## src/rtl/spkr_pkg.sv

```systemverilog
// Shared types and gain arithmetic for the speaker sample scheduler.
// Latency: none (types and a combinational helper only).
// Backpressure: not applicable.
package spkr_pkg;

    typedef logic signed [15:0] sample_t;

    typedef struct packed {
        sample_t lft;
        sample_t rght;
    } stereo_t;

    typedef logic [1:0] sched_state_e;
    localparam sched_state_e FILL  = 2'd0;
    localparam sched_state_e RUN   = 2'd1;
    localparam sched_state_e UNDER = 2'd2;

    // Gain is unsigned; full scale 2**shift reproduces the sample exactly.
    function automatic sample_t scale(input sample_t smp, input logic [15:0] gain, input int shift);
        logic signed [31:0] prod;
        prod = 32'(smp) * $signed({16'd0, gain});
        prod = prod >>> shift;
        return prod[15:0];
    endfunction

endpackage

```

## src/rtl/spkr_sched_if.sv

```systemverilog
// Bundle between the EQ engine / speaker driver side and the scheduler.
// Latency: none (wiring only).
// Backpressure: in_rdy from the scheduler throttles in_vld; vld has none.
interface spkr_sched_if
    import spkr_pkg::*;
#(
    parameter int DEPTH = 16
);
    logic                   in_vld;
    logic                   in_rdy;
    sample_t                lft_in;
    sample_t                rght_in;
    logic                   mute;
    logic                   vld;
    sample_t                lft_chnnl;
    sample_t                rght_chnnl;
    logic [$clog2(DEPTH):0] fifo_cnt;
    logic [7:0]             underrun_cnt;

    modport master (
        output in_vld, lft_in, rght_in, mute,
        input  in_rdy, vld, lft_chnnl, rght_chnnl, fifo_cnt, underrun_cnt
    );

    modport slave (
        input  in_vld, lft_in, rght_in, mute,
        output in_rdy, vld, lft_chnnl, rght_chnnl, fifo_cnt, underrun_cnt
    );
endinterface

```

## src/rtl/stereo_fifo.sv

```systemverilog
// First-word-fall-through FIFO of stereo pairs.
// Latency: pushed word visible on rd_dat the cycle after the push.
// Backpressure: push ignored when full, pop ignored when empty.
module stereo_fifo
    import spkr_pkg::*;
#(
    parameter int DEPTH = 16
) (
    input  logic                   clk,
    input  logic                   rst_n,
    input  logic                   push,
    input  stereo_t                wr_dat,
    input  logic                   pop,
    output stereo_t                rd_dat,
    output logic                   full,
    output logic                   empty,
    output logic [$clog2(DEPTH):0] cnt
);
    localparam int AW = $clog2(DEPTH);
    localparam logic [AW:0] CNT_FULL = (AW+1)'(DEPTH);

    stereo_t       mem [DEPTH];
    logic [AW-1:0] wr_ptr;
    logic [AW-1:0] rd_ptr;
    logic          do_push;
    logic          do_pop;

    assign full    = (cnt == CNT_FULL);
    assign empty   = (cnt == '0);
    assign do_push = push && !full;
    assign do_pop  = pop && !empty;
    assign rd_dat  = mem[rd_ptr];

    always_ff @(posedge clk) begin
        if (do_push) mem[wr_ptr] <= wr_dat;
    end

    always_ff @(posedge clk or negedge rst_n) begin
        if (!rst_n) begin
            wr_ptr <= '0;
            rd_ptr <= '0;
            cnt    <= '0;
        end else begin
            if (do_push) wr_ptr <= wr_ptr + 1'b1;
            if (do_pop)  rd_ptr <= rd_ptr + 1'b1;
            unique case ({do_push, do_pop})
                2'b10:   cnt <= cnt + 1'b1;
                2'b01:   cnt <= cnt - 1'b1;
                default: cnt <= cnt;
            endcase
        end
    end
endmodule

```

## src/rtl/spkr_sched.sv

```systemverilog
// Buffers bursty stereo samples and releases one gain-ramped pair every SAMPLE_PERIOD clocks.
// Latency: vld and the popped pair appear 1 clk after each tick; zero pair when not running.
// Backpressure: in_rdy = !full; the speaker driver side takes every strobe.
module spkr_sched
    import spkr_pkg::*;
#(
    parameter int SAMPLE_PERIOD = 1024,
    parameter int DEPTH         = 16,
    parameter int PREFILL       = 8,
    parameter int GAIN_SHIFT    = 6
) (
    input logic        clk,
    input logic        rst_n,
    spkr_sched_if.slave bus
);
    localparam int TW = $clog2(SAMPLE_PERIOD);
    localparam int CW = $clog2(DEPTH) + 1;
    localparam int GW = GAIN_SHIFT + 1;
    localparam logic [TW-1:0] TICK_LAST   = TW'(SAMPLE_PERIOD - 1);
    localparam logic [CW-1:0] PREFILL_CNT = CW'(PREFILL);
    localparam logic [GW-1:0] GAIN_FULL   = GW'(1 << GAIN_SHIFT);

    logic [TW-1:0] tick_cnt;
    logic          tick;
    sched_state_e  state;
    logic [GW-1:0] gain;
    logic          push;
    logic          pop;
    logic          full;
    logic          empty;
    stereo_t       fifo_dat;
    logic [CW-1:0] fifo_cnt;
    logic          vld_q;
    sample_t       lft_q;
    sample_t       rght_q;
    logic [7:0]    underrun_q;

    assign tick = (tick_cnt == TICK_LAST);
    assign push = bus.in_vld && !full;
    assign pop  = tick && (state == RUN) && !empty;

    assign bus.in_rdy       = !full;
    assign bus.fifo_cnt     = fifo_cnt;
    assign bus.vld          = vld_q;
    assign bus.lft_chnnl    = lft_q;
    assign bus.rght_chnnl   = rght_q;
    assign bus.underrun_cnt = underrun_q;

    stereo_fifo #(.DEPTH(DEPTH)) u_fifo (
        .clk    (clk),
        .rst_n  (rst_n),
        .push   (push),
        .wr_dat ('{lft: bus.lft_in, rght: bus.rght_in}),
        .pop    (pop),
        .rd_dat (fifo_dat),
        .full   (full),
        .empty  (empty),
        .cnt    (fifo_cnt)
    );

    // The sample clock never pauses, whatever the FIFO or mute state.
    always_ff @(posedge clk or negedge rst_n) begin
        if (!rst_n)    tick_cnt <= '0;
        else if (tick) tick_cnt <= '0;
        else           tick_cnt <= tick_cnt + 1'b1;
    end

    always_ff @(posedge clk or negedge rst_n) begin
        if (!rst_n) begin
            state <= FILL;
        end else begin
            unique case (state)
                RUN:     if (tick && empty) state <= UNDER;
                default: if (fifo_cnt >= PREFILL_CNT) state <= RUN;
            endcase
        end
    end

    // Scaling uses the gain held before this tick's ramp step.
    always_ff @(posedge clk or negedge rst_n) begin
        if (!rst_n) begin
            vld_q      <= 1'b0;
            lft_q      <= '0;
            rght_q     <= '0;
            gain       <= '0;
            underrun_q <= '0;
        end else begin
            vld_q <= tick;
            if (tick) begin
                if (pop) begin
                    lft_q  <= scale(fifo_dat.lft,  16'(gain), GAIN_SHIFT);
                    rght_q <= scale(fifo_dat.rght, 16'(gain), GAIN_SHIFT);
                end else begin
                    lft_q  <= '0;
                    rght_q <= '0;
                end
                if (bus.mute && gain != '0)
                    gain <= gain - 1'b1;
                else if (!bus.mute && gain != GAIN_FULL)
                    gain <= gain + 1'b1;
                if (state == RUN && empty && underrun_q != 8'hFF)
                    underrun_q <= underrun_q + 1'b1;
            end
        end
    end
endmodule

```

## src/flat_wrapper.sv

```systemverilog
// flat-port wrapper written by rule: the top's interface ports become plain ports
module spkr_sched_flat import spkr_pkg::*;
#(
    parameter int SAMPLE_PERIOD = 1024,
    parameter int DEPTH         = 16,
    parameter int PREFILL       = 8,
    parameter int GAIN_SHIFT    = 6
)
  (clk, rst_n, bus_in_vld, bus_lft_in, bus_rght_in, bus_mute, bus_in_rdy, bus_vld, bus_lft_chnnl, bus_rght_chnnl, bus_fifo_cnt, bus_underrun_cnt);
  spkr_sched_if #(.DEPTH(DEPTH)) bus_i ();
  input logic clk;
  input logic rst_n;
  input wire logic [$bits(bus_i.in_vld)-1:0] bus_in_vld;
  input wire logic [$bits(bus_i.lft_in)-1:0] bus_lft_in;
  input wire logic [$bits(bus_i.rght_in)-1:0] bus_rght_in;
  input wire logic [$bits(bus_i.mute)-1:0] bus_mute;
  output wire logic [$bits(bus_i.in_rdy)-1:0] bus_in_rdy;
  output wire logic [$bits(bus_i.vld)-1:0] bus_vld;
  output wire logic [$bits(bus_i.lft_chnnl)-1:0] bus_lft_chnnl;
  output wire logic [$bits(bus_i.rght_chnnl)-1:0] bus_rght_chnnl;
  output wire logic [$bits(bus_i.fifo_cnt)-1:0] bus_fifo_cnt;
  output wire logic [$bits(bus_i.underrun_cnt)-1:0] bus_underrun_cnt;
  assign bus_i.in_vld = bus_in_vld;
  assign bus_i.lft_in = bus_lft_in;
  assign bus_i.rght_in = bus_rght_in;
  assign bus_i.mute = bus_mute;
  assign bus_in_rdy = bus_i.in_rdy;
  assign bus_vld = bus_i.vld;
  assign bus_lft_chnnl = bus_i.lft_chnnl;
  assign bus_rght_chnnl = bus_i.rght_chnnl;
  assign bus_fifo_cnt = bus_i.fifo_cnt;
  assign bus_underrun_cnt = bus_i.underrun_cnt;
  spkr_sched #(.SAMPLE_PERIOD(SAMPLE_PERIOD), .DEPTH(DEPTH), .PREFILL(PREFILL), .GAIN_SHIFT(GAIN_SHIFT)) u_core (.clk(clk), .rst_n(rst_n), .bus(bus_i));
endmodule
```

## config.mk

```make
export PLATFORM = sky130hd
export DESIGN_NAME = spkr_sched_flat
export DESIGN_NICKNAME = d
export VERILOG_FILES = /design/src/rtl/spkr_pkg.sv /design/src/rtl/spkr_sched_if.sv /design/src/rtl/stereo_fifo.sv /design/src/rtl/spkr_sched.sv /design/src/flat_wrapper.sv
export SDC_FILE = /design/constraint.sdc
export NUM_CORES = 1
export LEC_CHECK = 0
export BUFFER_PORTS_ARGS = -buffer_cell sky130_fd_sc_hd__buf_2
export CAP_MARGIN = 25
export CORE_MARGIN = 3
export CORE_UTILIZATION = 55
export CTS_BUF_LIST = sky130_fd_sc_hd__clkbuf_8
export CTS_CLUSTER_DIAMETER = 40
export CTS_CLUSTER_SIZE = 16
export DETAILED_ROUTE_END_ITERATION = 8
export PLACE_DENSITY = 0.83
export REMOVE_ABC_BUFFERS = 1
export SYNTH_ARGS = -nofsm -noshare
export SYNTH_HDL_FRONTEND = slang
export SYNTH_SLANG_ARGS = --single-unit
```

## constraint.sdc

```tcl
create_clock -name clk -period 7.13 [get_ports clk]
set_clock_uncertainty 0.2 [all_clocks]
set_input_delay 0.713 -clock clk [delete_from_list [all_inputs] [get_ports clk]]
set_output_delay 0.713 -clock clk [all_outputs]
set_load 0.02 [all_outputs]
```

# Word-level counts from Yosys, hierarchy flattened
# Memory sizes are Yosys's and may differ from the RTL's.
# Index checks and enable logic that the tools add are counted.
totals:
  ram_bits: 512
  word_cells: 62
  out_inout_bits: 47
  input_bits: 36
  reg_bits: 73
  memories: 1
classes:
  n_mux: 11
  n_eq_ne: 8
  magnitude_cmp: 1
  mul: 2
  reduce_logical: 21
  n_addsub: 8
memory_table:
  columns: ["name", "words", "word_bits", "rd", "rd_clocked_by_memory_dff", "write_ports", "line_no", "rtl"]
  rows:
  - ["u_core.u_fifo.mem", 16, 32, 1, 0, 1, "stereo_fifo.sv:22", "stereo_t mem [DEPTH];"]
ops:
  columns: ["cell", "n"]
  rows:
  - ["$mul 16x8->22", 2]
  - ["$mux 16", 2]
  - ["$mux 7", 2]
  - ["$add 10x1->10 const B", 1]
  - ["$eq 10x10->1 const B", 1]
  - ["$logic_and 1x1->1", 10]
  - ["$mux 10", 1]
  - ["$pmux 5 s2", 1]
  - ["$add 4x1->4 const B", 2]
  - ["$add 8x1->8 const B", 1]
  - ["$ne 8x8->1 const B", 1]
  - ["$add 7x1->7 const B", 1]
  - ["$ne 7x7->1 const B", 1]
  - ["$reduce_bool 7->1", 1]
  - ["$sub 7x1->7 const B", 1]
  - ["$mux 2", 3]
  - ["$reduce_and 2->1", 3]
  - ["$reduce_bool 2->1", 3]
  - ["$add 5x1->5 const B", 1]
  - ["$eq 5x5->1 const B", 1]
  - ["$ge 5x4->1 const B", 1]
  - ["$logic_not 5->1", 1]
  - ["$sub 5x1->5 const B", 1]
  - ["$eq 2x1->1 const B", 2]
  - ["4 further kinds", 7]

# Depth between registers and ports, before layout
# Gate-level depths: netlist of run 1.
depth:
  depth_word: 6
  mapped_depth: 29
  ltp_nobuf: 23

# By module
# Synthesis of run 1 repeated with hierarchy kept, for this count alone.
hier_totals:
  cells_unflattened: 2089
  hier_area_um2: 30322.8
modules_own_cells:
  columns: ["mod", "n_inst", "area_per_inst_um2", "cells_each", "seq_area_each_um2"]
  rows:
  - ["stereo_fifo", 1, 20392.1, 1012, 15700.1]
  - ["spkr_sched", 1, 9930.8, 1077, 1501.4]

# Worst setup path before layout of run 1
# Ideal clock, no wire load.
synth_path:
  path_type: "flip-flop to flip-flop"
  from: "reg u_core.u_fifo.rd_ptr[0]"
  to: "reg u_core.rght_q[13], in the netlist u_core.bus.rght_chnnl[13]"
  synth_period_minus_slack_ps: 7182
  setup_time_ps: 122
  t_arrival_ps: 6861
  t_required_ps: 6808
  slack_ps: -52
  path_stages_with_launch: 28
  cell_sequence: "dfrtp_1 > buf_6 > buf_6 > buf_6 > buf_2 > buf_1 > mux4_2 > a22oi_1 > nand2_1 > and2_1 > fa_1 > inv_1 > fa_1 > inv_1 > fa_1 > inv_1 > fa_1 > inv_1 > ha_1 > a21oi_1 > o21ai_0 > a211o_1 > a2111o_1 > nand3_2 > o21ai_2 > a21o_1 > a211o_1 > a32o_1"
synth_via:
  elab_chain_len: 3
synth_rtl:
  columns: ["element", "line_no", "rtl"]
  rows:
  - ["start: declaration", "stereo_fifo.sv:24", "logic [AW-1:0] rd_ptr;"]
  - ["start signal: assignment", "stereo_fifo.sv:45", "if (do_pop) rd_ptr <= rd_ptr + 1'b1;"]
  - ["$mem_v2 16x32", null, null]
  - ["$mul 16x8->22", "spkr_pkg.sv:21", "prod = 32'(smp) * $signed({16'd0, gain});"]
  - ["$mux 16", "spkr_sched.sv:90", "if (pop) begin"]
  - ["end signal: assignment", "spkr_sched.sv:92", "rght_q <= scale(fifo_dat.rght, 16'(gain), GAIN_SHIFT);"]
  - ["end: declaration", "spkr_sched.sv:35", "sample_t rght_q;"]
# Every way passes these cells.
# A chain may end at the register's enable or synchronous reset.

# Worst setup path after layout of run 1
layout_path:
  from: "reg u_core.u_fifo.rd_ptr[1]"
  to: "reg u_core.rght_q[13], in the netlist u_core.bus.rght_chnnl[13]"
# Same word-level chain as after synthesis.

==> results.json, run 1 <==
{
  "yosysSeqAreaShare": 0.573,
  "wl_per_cell_um": 24.6,
  "crit_required_ns": 7.52,
  "clock_latency_ns": 0.70,
  "synth_top_area_share": 0.512,
  "cts_htree_levels": 2,
  "vias_per_cell": 6.11,
  "n_fill_cell": 3777,
  "cts_tree": "yes",
  "whs_path_depth": 1,
  "synth.distinct_cells": 60,
  "endpoint_kind": "flip-flop",
  "netlist_top_cells_count": "edfxtp_1 (512), inv_1 (211), fa_1 (162)",
  "worst-r2r-cell-count": 21,
  "r2r_setup_slack_ns": 0.28,
  "synth_edf_count": 512,
  "ys_ff_latch": 585,
  "ctsLongestPathBuffers": 3,
  "grt_max_degree": 68,
  "worstHoldStart": "bus_rght_in[10]",
  "power_leakage_uw": 0.0126,
  "wl_um": 71500,
  "relSlewSlack": 0.455,
  "vdd_drop_max_uv": 155,
  "final-max-slew-violation-count": 0,
  "placeableCoreArea_um2": 53900,
  "clkTransAtPathRegs_ns": 0.09,
  "drc": 0,
  "numCtsBuffers": 59,
  "grt_pass1_wl_um": 109000,
  "status": "completed",
  "syn_area_um2": 30000,
  "antenna_found_initial": 9,
  "initial_core_util": 0.557,
  "grt_overflow": 0,
  "min_to": "u_core.u_fifo.mem[9][10]$_DFFE_PP_",
  "fin_nets": 2453,
  "cts_root_buf": "clkbuf_8",
  "synth_area_leaders": "edfxtp_1 (51%), fa_1 (11%), dfrtp_1 (6.1%), mux4_2 (5.4%), ha_1 (4.1%)",
  "rsz0062_at_grt": "false",
  "setup_viol": 0,
  "fin_tns_setup_ns": 0,
  "antenna_left": 0,
  "place_ws_ns": 0.263,
  "ios": 83,
  "r2r_start": "u_core.u_fifo.rd_ptr[1]$_DFFE_PN0P_",
  "rows": 85,
  "die_y_um": 240,
  "fin_crit_sh": 0.961,
  "crit_arrival_ns": 7.24,
  "period_minus_slack_ns": 6.85,
  "synthCells": 2027,
  "area_delta_synth_final_pct": 10.3,
  "hp-class": "input pin to flip-flop",
  "io_buffers": 82,
  "max-cap-violations": 0,
  "synth-main-ff-cell": "edfxtp_1",
  "dr.first_iter.drc_count": 2004,
  "grt_pass1_vias": 18400,
  "async_flop_share": 0.125,
  "die_w_um": 240,
  "hpwl_um": 45900,
  "stdcell_area_um2": 33100,
  "yosysWarnings": 0,
  "timing.rr.end": "u_core.bus.rght_chnnl[13]$_DFFE_PN0P_",
  "clock-sinks": 585,
  "synth_top_area_cell": "edfxtp_1",
  "drive_gt1_frac": 0.168,
  "synth.most_common_cell": "edfxtp_1",
  "total_power_uw": 8410,
  "place_area_um2": 31700,
  "worst_slew_pin_slew_ns": 0.817,
  "hold_viol": 0,
  "track_usage": 0.253,
  "vias": 17700,
  "cp_max_fo": 67,
  "avgSynthCellArea_um2": 14.8,
  "dieArea_um2": 57500,
  "dr.pass1.iters": 5,
  "gp_congestion": 0.917,
  "finalWorstSetupSlack_ns": 0.277,
  "power_density_nw_per_um2": 254,
  "worstSetupPathType": "flip-flop to flip-flop",
  "worst_setup_path_start_kind": "flip-flop",
  "max_freq_mhz": 146
}
==> critical path: stages, from the launching register on <==
cell	delay, ns
dfrtp_2	0.45
buf_12	0.41
mux4_2	0.40
a22oi_1	0.31
nand2_1	0.26
and2_1	0.26
fa_1	0.51
fa_1	0.47
fa_1	0.51
inv_1	0.05
fa_1	0.47
inv_1	0.05
ha_1	0.32
a21oi_1	0.21
o21ai_0	0.16
a211o_1	0.32
a2111o_1	0.34
nand3_2	0.13
o21ai_2	0.10
a21o_1	0.22
a211o_1	0.29
a32o_1	0.25
==> flip-flops by register name, indices dropped and copies added, names as in the netlist <==
register / count
u_core.u_fifo.mem: 512
u_core.bus.lft_chnnl: 16
u_core.bus.rght_chnnl: 16
u_core.tick_cnt: 10
u_core.bus.underrun_cnt: 8
u_core.gain: 7
u_core.u_fifo.cnt: 5
u_core.u_fifo.rd_ptr: 4
u_core.u_fifo.wr_ptr: 4
u_core.state: 2
u_core.bus.vld: 1
==> stage by stage <==
| step | util | instances | hold WS [ns] |
|---|---|---|---|
| after CTS | 0.614 | 2897 | 0.133 |
| after detailed placement | 0.588 | 2787 | 0.276 |
| after global routing | 0.615 | 2904 | 0.149 |
| final | 0.615 | 2906 | 0.182 |
| after global placement | 0.588 | 2787 | 0.262 |
| after floorplan | - | 1940 | 0.217 |
==> final cells by class <==
cell class | instances | area, um2 | area share
Timing Repair Buffer | 156 | 1070 | 0.0324
Clock buffer | 60 | 826 | 0.0249
Clock inverter | 49 | 542 | 0.0163
Inverter | 214 | 803 | 0.0242
Antenna cell | 5 | 12.5 | 0.000378
Sequential cell | 585 | 17200 | 0.519
Multi-Input combinational cell | 1141 | 11800 | 0.356
Tap cell | 696 | 871 | 0.0263
==> logic make-up after synthesis <==
logic type / Yosys count / share of synthesized area
and+or+nand+nor: 328 / 0.0571
DFF: 585 / 0.573
adders and majority gates: 260 / 0.149
buffers and inverters: 301 / 0.0390
xor gates and xnor gates: 71 / 0.0207
AOI/OAI and AO/OA: 292 / 0.0683
muxes: 190 / 0.0934
==> metal layers <==
metal / wire length (um) / track usage / vias to the layer above
met1: 28500 / 0.347 / 9059
met4: 2360 / 0.0902 / 6
met5: 41 / 0 / -
met3: 5980 / 0.0466 / 148
li1: - / - / 7663
met2: 34600 / 0.412 / 873
==> cell usage in the layout (no fill, tap or decap), types with 5 or more instances in the layout <==
cell / count
edfxtp_1: 512
inv_1: 214
fa_1: 162
and2_1: 138
mux2i_1: 116
nand2_1: 98
ha_1: 98
buf_2: 81
mux4_2: 72
dfrtp_1: 71
a21oi_1: 67
buf_4: 65
clkbuf_8: 60
a221oi_1: 56
o21ai_0: 50
xnor2_1: 41
a22oi_1: 31
xor2_1: 30
a22o_1: 27
nor2_1: 22
nand3_1: 17
a21o_1: 16
nor2_4: 12
inv_8: 10
buf_12: 8
inv_6: 7
clkinv_2: 7
nor2b_1: 6
bufinv_16: 6
diode_2: 5
clkinv_1: 5
a31oi_1: 5
nand2b_1: 5
clkinv_4: 5
clkinvlp_4: 5
==> power by group <==
group / total (uW) / switching (uW) / internal, uW
Clock: 2360 / 1280 / 1080
Combinational: 1890 / 1180 / 710
Sequential: 4150 / 104 / 4050
==> timing repair <==
item,CTS,global route
hold endpoints to repair,20,0
setup endpoints to repair,0,8
resized for setup,0,5
buffers inserted,0,4
hold buffers,1,0
==> how the worst max path moves through the flow <==
stage          cells after the start                               endpoint                                start  slack (ns)
2_1_floorplan                     22  u_core.bus.rght_chnnl[13]$_DFFE_PN0P_  u_core.u_fifo.rd_ptr[0]$_DFFE_PN0P_       -4.93
3_3_place_gp                      22  u_core.bus.rght_chnnl[13]$_DFFE_PN0P_  u_core.u_fifo.rd_ptr[0]$_DFFE_PN0P_        0.40
3_5_place_dp                      21   u_core.bus.lft_chnnl[12]$_DFFE_PN0P_  u_core.u_fifo.rd_ptr[0]$_DFFE_PN0P_        0.26
4_1_cts                           25   u_core.bus.lft_chnnl[15]$_DFFE_PN0P_  u_core.u_fifo.rd_ptr[0]$_DFFE_PN0P_        0.19
5_1_grt                           24   u_core.bus.lft_chnnl[13]$_DFFE_PN0P_  u_core.u_fifo.rd_ptr[0]$_DFFE_PN0P_        0.01
6_report                          21  u_core.bus.rght_chnnl[13]$_DFFE_PN0P_  u_core.u_fifo.rd_ptr[1]$_DFFE_PN0P_        0.28
Note: power is estimated with default switching activity, not from simulation.
==> run 2, diff against run 1 <==
--- a/config.mk
+++ b/config.mk
@@ -7,7 +7,7 @@
 export LEC_CHECK = 0
 export BUFFER_PORTS_ARGS = -buffer_cell sky130_fd_sc_hd__buf_2
 export CAP_MARGIN = 25
-export CORE_MARGIN = 3
+export CORE_MARGIN = 2
 export CORE_UTILIZATION = 55
 export CTS_BUF_LIST = sky130_fd_sc_hd__clkbuf_8
 export CTS_CLUSTER_DIAMETER = 40
==> results.json, run 2 (synthesized netlist as in run 1, its figures left out) <==
{
  "period_minus_slack_ns": 6.84,
  "n_fill_cell": 3774,
  "max_freq_mhz": 146,
  "worst_slew_pin_slew_ns": 0.916,
  "endpoint_kind": "flip-flop",
  "fin_nets": 2445,
  "worstSetupPathType": "flip-flop to flip-flop",
  "final_cell_mix": "edfxtp_1 (512), inv_1 (214), fa_1 (162)",
  "cts_htree_levels": 3,
  "grt_max_degree": 74,
  "p_seq_frac": 0.483,
  "die_w_um": 238,
  "pwr-share-comb": 0.215,
  "largest_register_ffs": 512,
  "antenna_left": 0,
  "clock-sinks": 585,
  "use_met3": 0.0406,
  "internal-power_uw": 5950,
  "switching_share": 0.308,
  "power_density_nw_per_um2": 259,
  "io_buffers": 82,
  "layout_commonest_cell": "edfxtp_1",
  "grt_pass1_wl_um": 108000,
  "status": "completed",
  "antenna_found_initial": 5,
  "vias": 17700,
  "crit_arrival_ns": 7.18,
  "p_clk_frac": 0.302,
  "dr.pass1.iters": 6,
  "clock_latency_ns": 0.67,
  "vias_per_cell": 6.11,
  "area_delta_synth_final_pct": 10.6,
  "die_y_um": 238,
  "max-cap-violations": 0,
  "dieArea_um2": 56500,
  "power_switching_uw": 2650,
  "grt_overflow": 0,
  "clkTransAtPathRegs_ns": 0.09,
  "hp-class": "input pin to flip-flop",
  "cp_max_fo": 55,
  "cts_root_buf": "clkbuf_8",
  "vdd_drop_max_uv": 142,
  "gr-usage-met2": 0.433,
  "ctsLongestPathBuffers": 3,
  "track_usage": 0.255,
  "fin_crit_sh": 0.959,
  "wl_per_cell_um": 24.2,
  "post-cts-setup-buffer-count": 0,
  "drc": 0,
  "use_met1": 0.333,
  "initial_core_util": 0.557,
  "hpwl_um": 45000,
  "crit_required_ns": 7.47,
  "power_leakage_uw": 0.0126,
  "cts_tree": "yes",
  "drive_gt1_frac": 0.169,
  "relSlewSlack": 0.389,
  "dr.first_iter.drc_count": 1701,
  "stdcell_area_um2": 33200,
  "numCtsBuffers": 71,
  "rows": 85,
  "hold_ws_ns": 0.203,
  "place_area_um2": 31600,
  "wl_um": 70300,
  "hold_viol": 0,
  "grt_pass1_vias": 18500,
  "ios": 83,
  "placeableCoreArea_um2": 53900,
  "regMostFlops": "u_core.u_fifo.mem",
  "grt-busiest-layer": "met2",
  "setup_viol": 0,
  "worst_setup_path_start_kind": "flip-flop",
  "gp_congestion": 0.915,
  "final-max-slew-violation-count": 0
}
-- run 2: through the flow --
stage | setup TNS, ns | util | std cells | setup WS (ns) | power, uW
2_1_floorplan | -137.90 | - | 1940 | -4.93 | 5490
3_3_place_gp | 0 | 0.585 | 2770 | 0.470 | 5990
3_5_place_dp | 0 | 0.585 | 2770 | 0.310 | 6070
4_1_cts | 0 | 0.615 | 2900 | 0.272 | 8660
5_1_grt | -0.0193 | 0.616 | 2904 | -0.0193 | 9020
6_report | 0 | 0.616 | 2904 | 0.294 | 8610
-- run 2: path summary, 6_finish.rpt --
| kind | startpoint | endpoint | slack [ns] | cells after the start |
|---|---|---|---|---|
| setup / recovery | u_core.u_fifo.rd_ptr[0]$_DFFE_PN0P_ | u_core.bus.rght_chnnl[13]$_DFFE_PN0P_ | 0.29 | 20 |
| max in group asynchronous | rst_n | u_core.bus.rght_chnnl[3]$_DFFE_PN0P_ | 5.84 | 3 |
| setup reg to reg | u_core.u_fifo.rd_ptr[0]$_DFFE_PN0P_ | u_core.bus.rght_chnnl[13]$_DFFE_PN0P_ | 0.29 | 20 |
| min in group asynchronous | rst_n | u_core.bus.lft_chnnl[3]$_DFFE_PN0P_ | 0.26 | 2 |
| hold / removal | bus_lft_in[2] | u_core.u_fifo.mem[15][18]$_DFFE_PP_ | 0.20 | 1 |
| hold reg to reg | u_core.tick_cnt[4]$_DFF_PN0_ | u_core.tick_cnt[4]$_DFF_PN0_ | 0.29 | 1 |
-- run 2: critical path, cell delays in order (launching register included) --
cell      delay (ns)
dfrtp_4         0.48
buf_12          0.34
mux4_2          0.59
a22oi_1         0.30
nand2_1         0.22
and2_1          0.24
fa_1            0.52
fa_1            0.52
fa_1            0.49
inv_1           0.05
fa_1            0.47
inv_1           0.04
ha_1            0.32
a21o_1          0.18
a21o_1          0.21
a2111o_1        0.46
nand3_2         0.15
o21ai_2         0.10
a21o_1          0.22
a211o_1         0.29
a32o_1          0.26
-- run 2: area by class of cell --
class | instances | area [um2] | area share
Antenna cell | 2 | 5.00 | 0.000151
Clock buffer | 73 | 1000 | 0.0302
Clock inverter | 57 | 589 | 0.0177
Inverter | 214 | 803 | 0.0242
Multi-Input combinational cell | 1141 | 11800 | 0.356
Sequential cell | 585 | 17200 | 0.518
Tap cell | 696 | 871 | 0.0262
Timing Repair Buffer | 136 | 931 | 0.0280
-- run 2: routing by layer --
metal,part of all wire,vias to the layer above
li1,-,7634
met1,0.38,9048
met2,0.50,889
met3,0.081,170
met4,0.033,2
met5,0.00016,-
-- run 2: timing repair --
action                                 CTS  global route
endpoints found under the hold margin    0            14
hold buffers                             0             1
setup endpoints to repair                0             5
resized for setup                        0            12
-- run 2: power groups by stage --
stage	sequential [uW]	combinational, uW	clock (uW)
after CTS	4150	1860	2640
after global placement	4200	1780	0
after global routing	4180	2070	2770
after floorplan	4220	1270	0
final	4160	1850	2600
after detailed placement	4230	1840	0
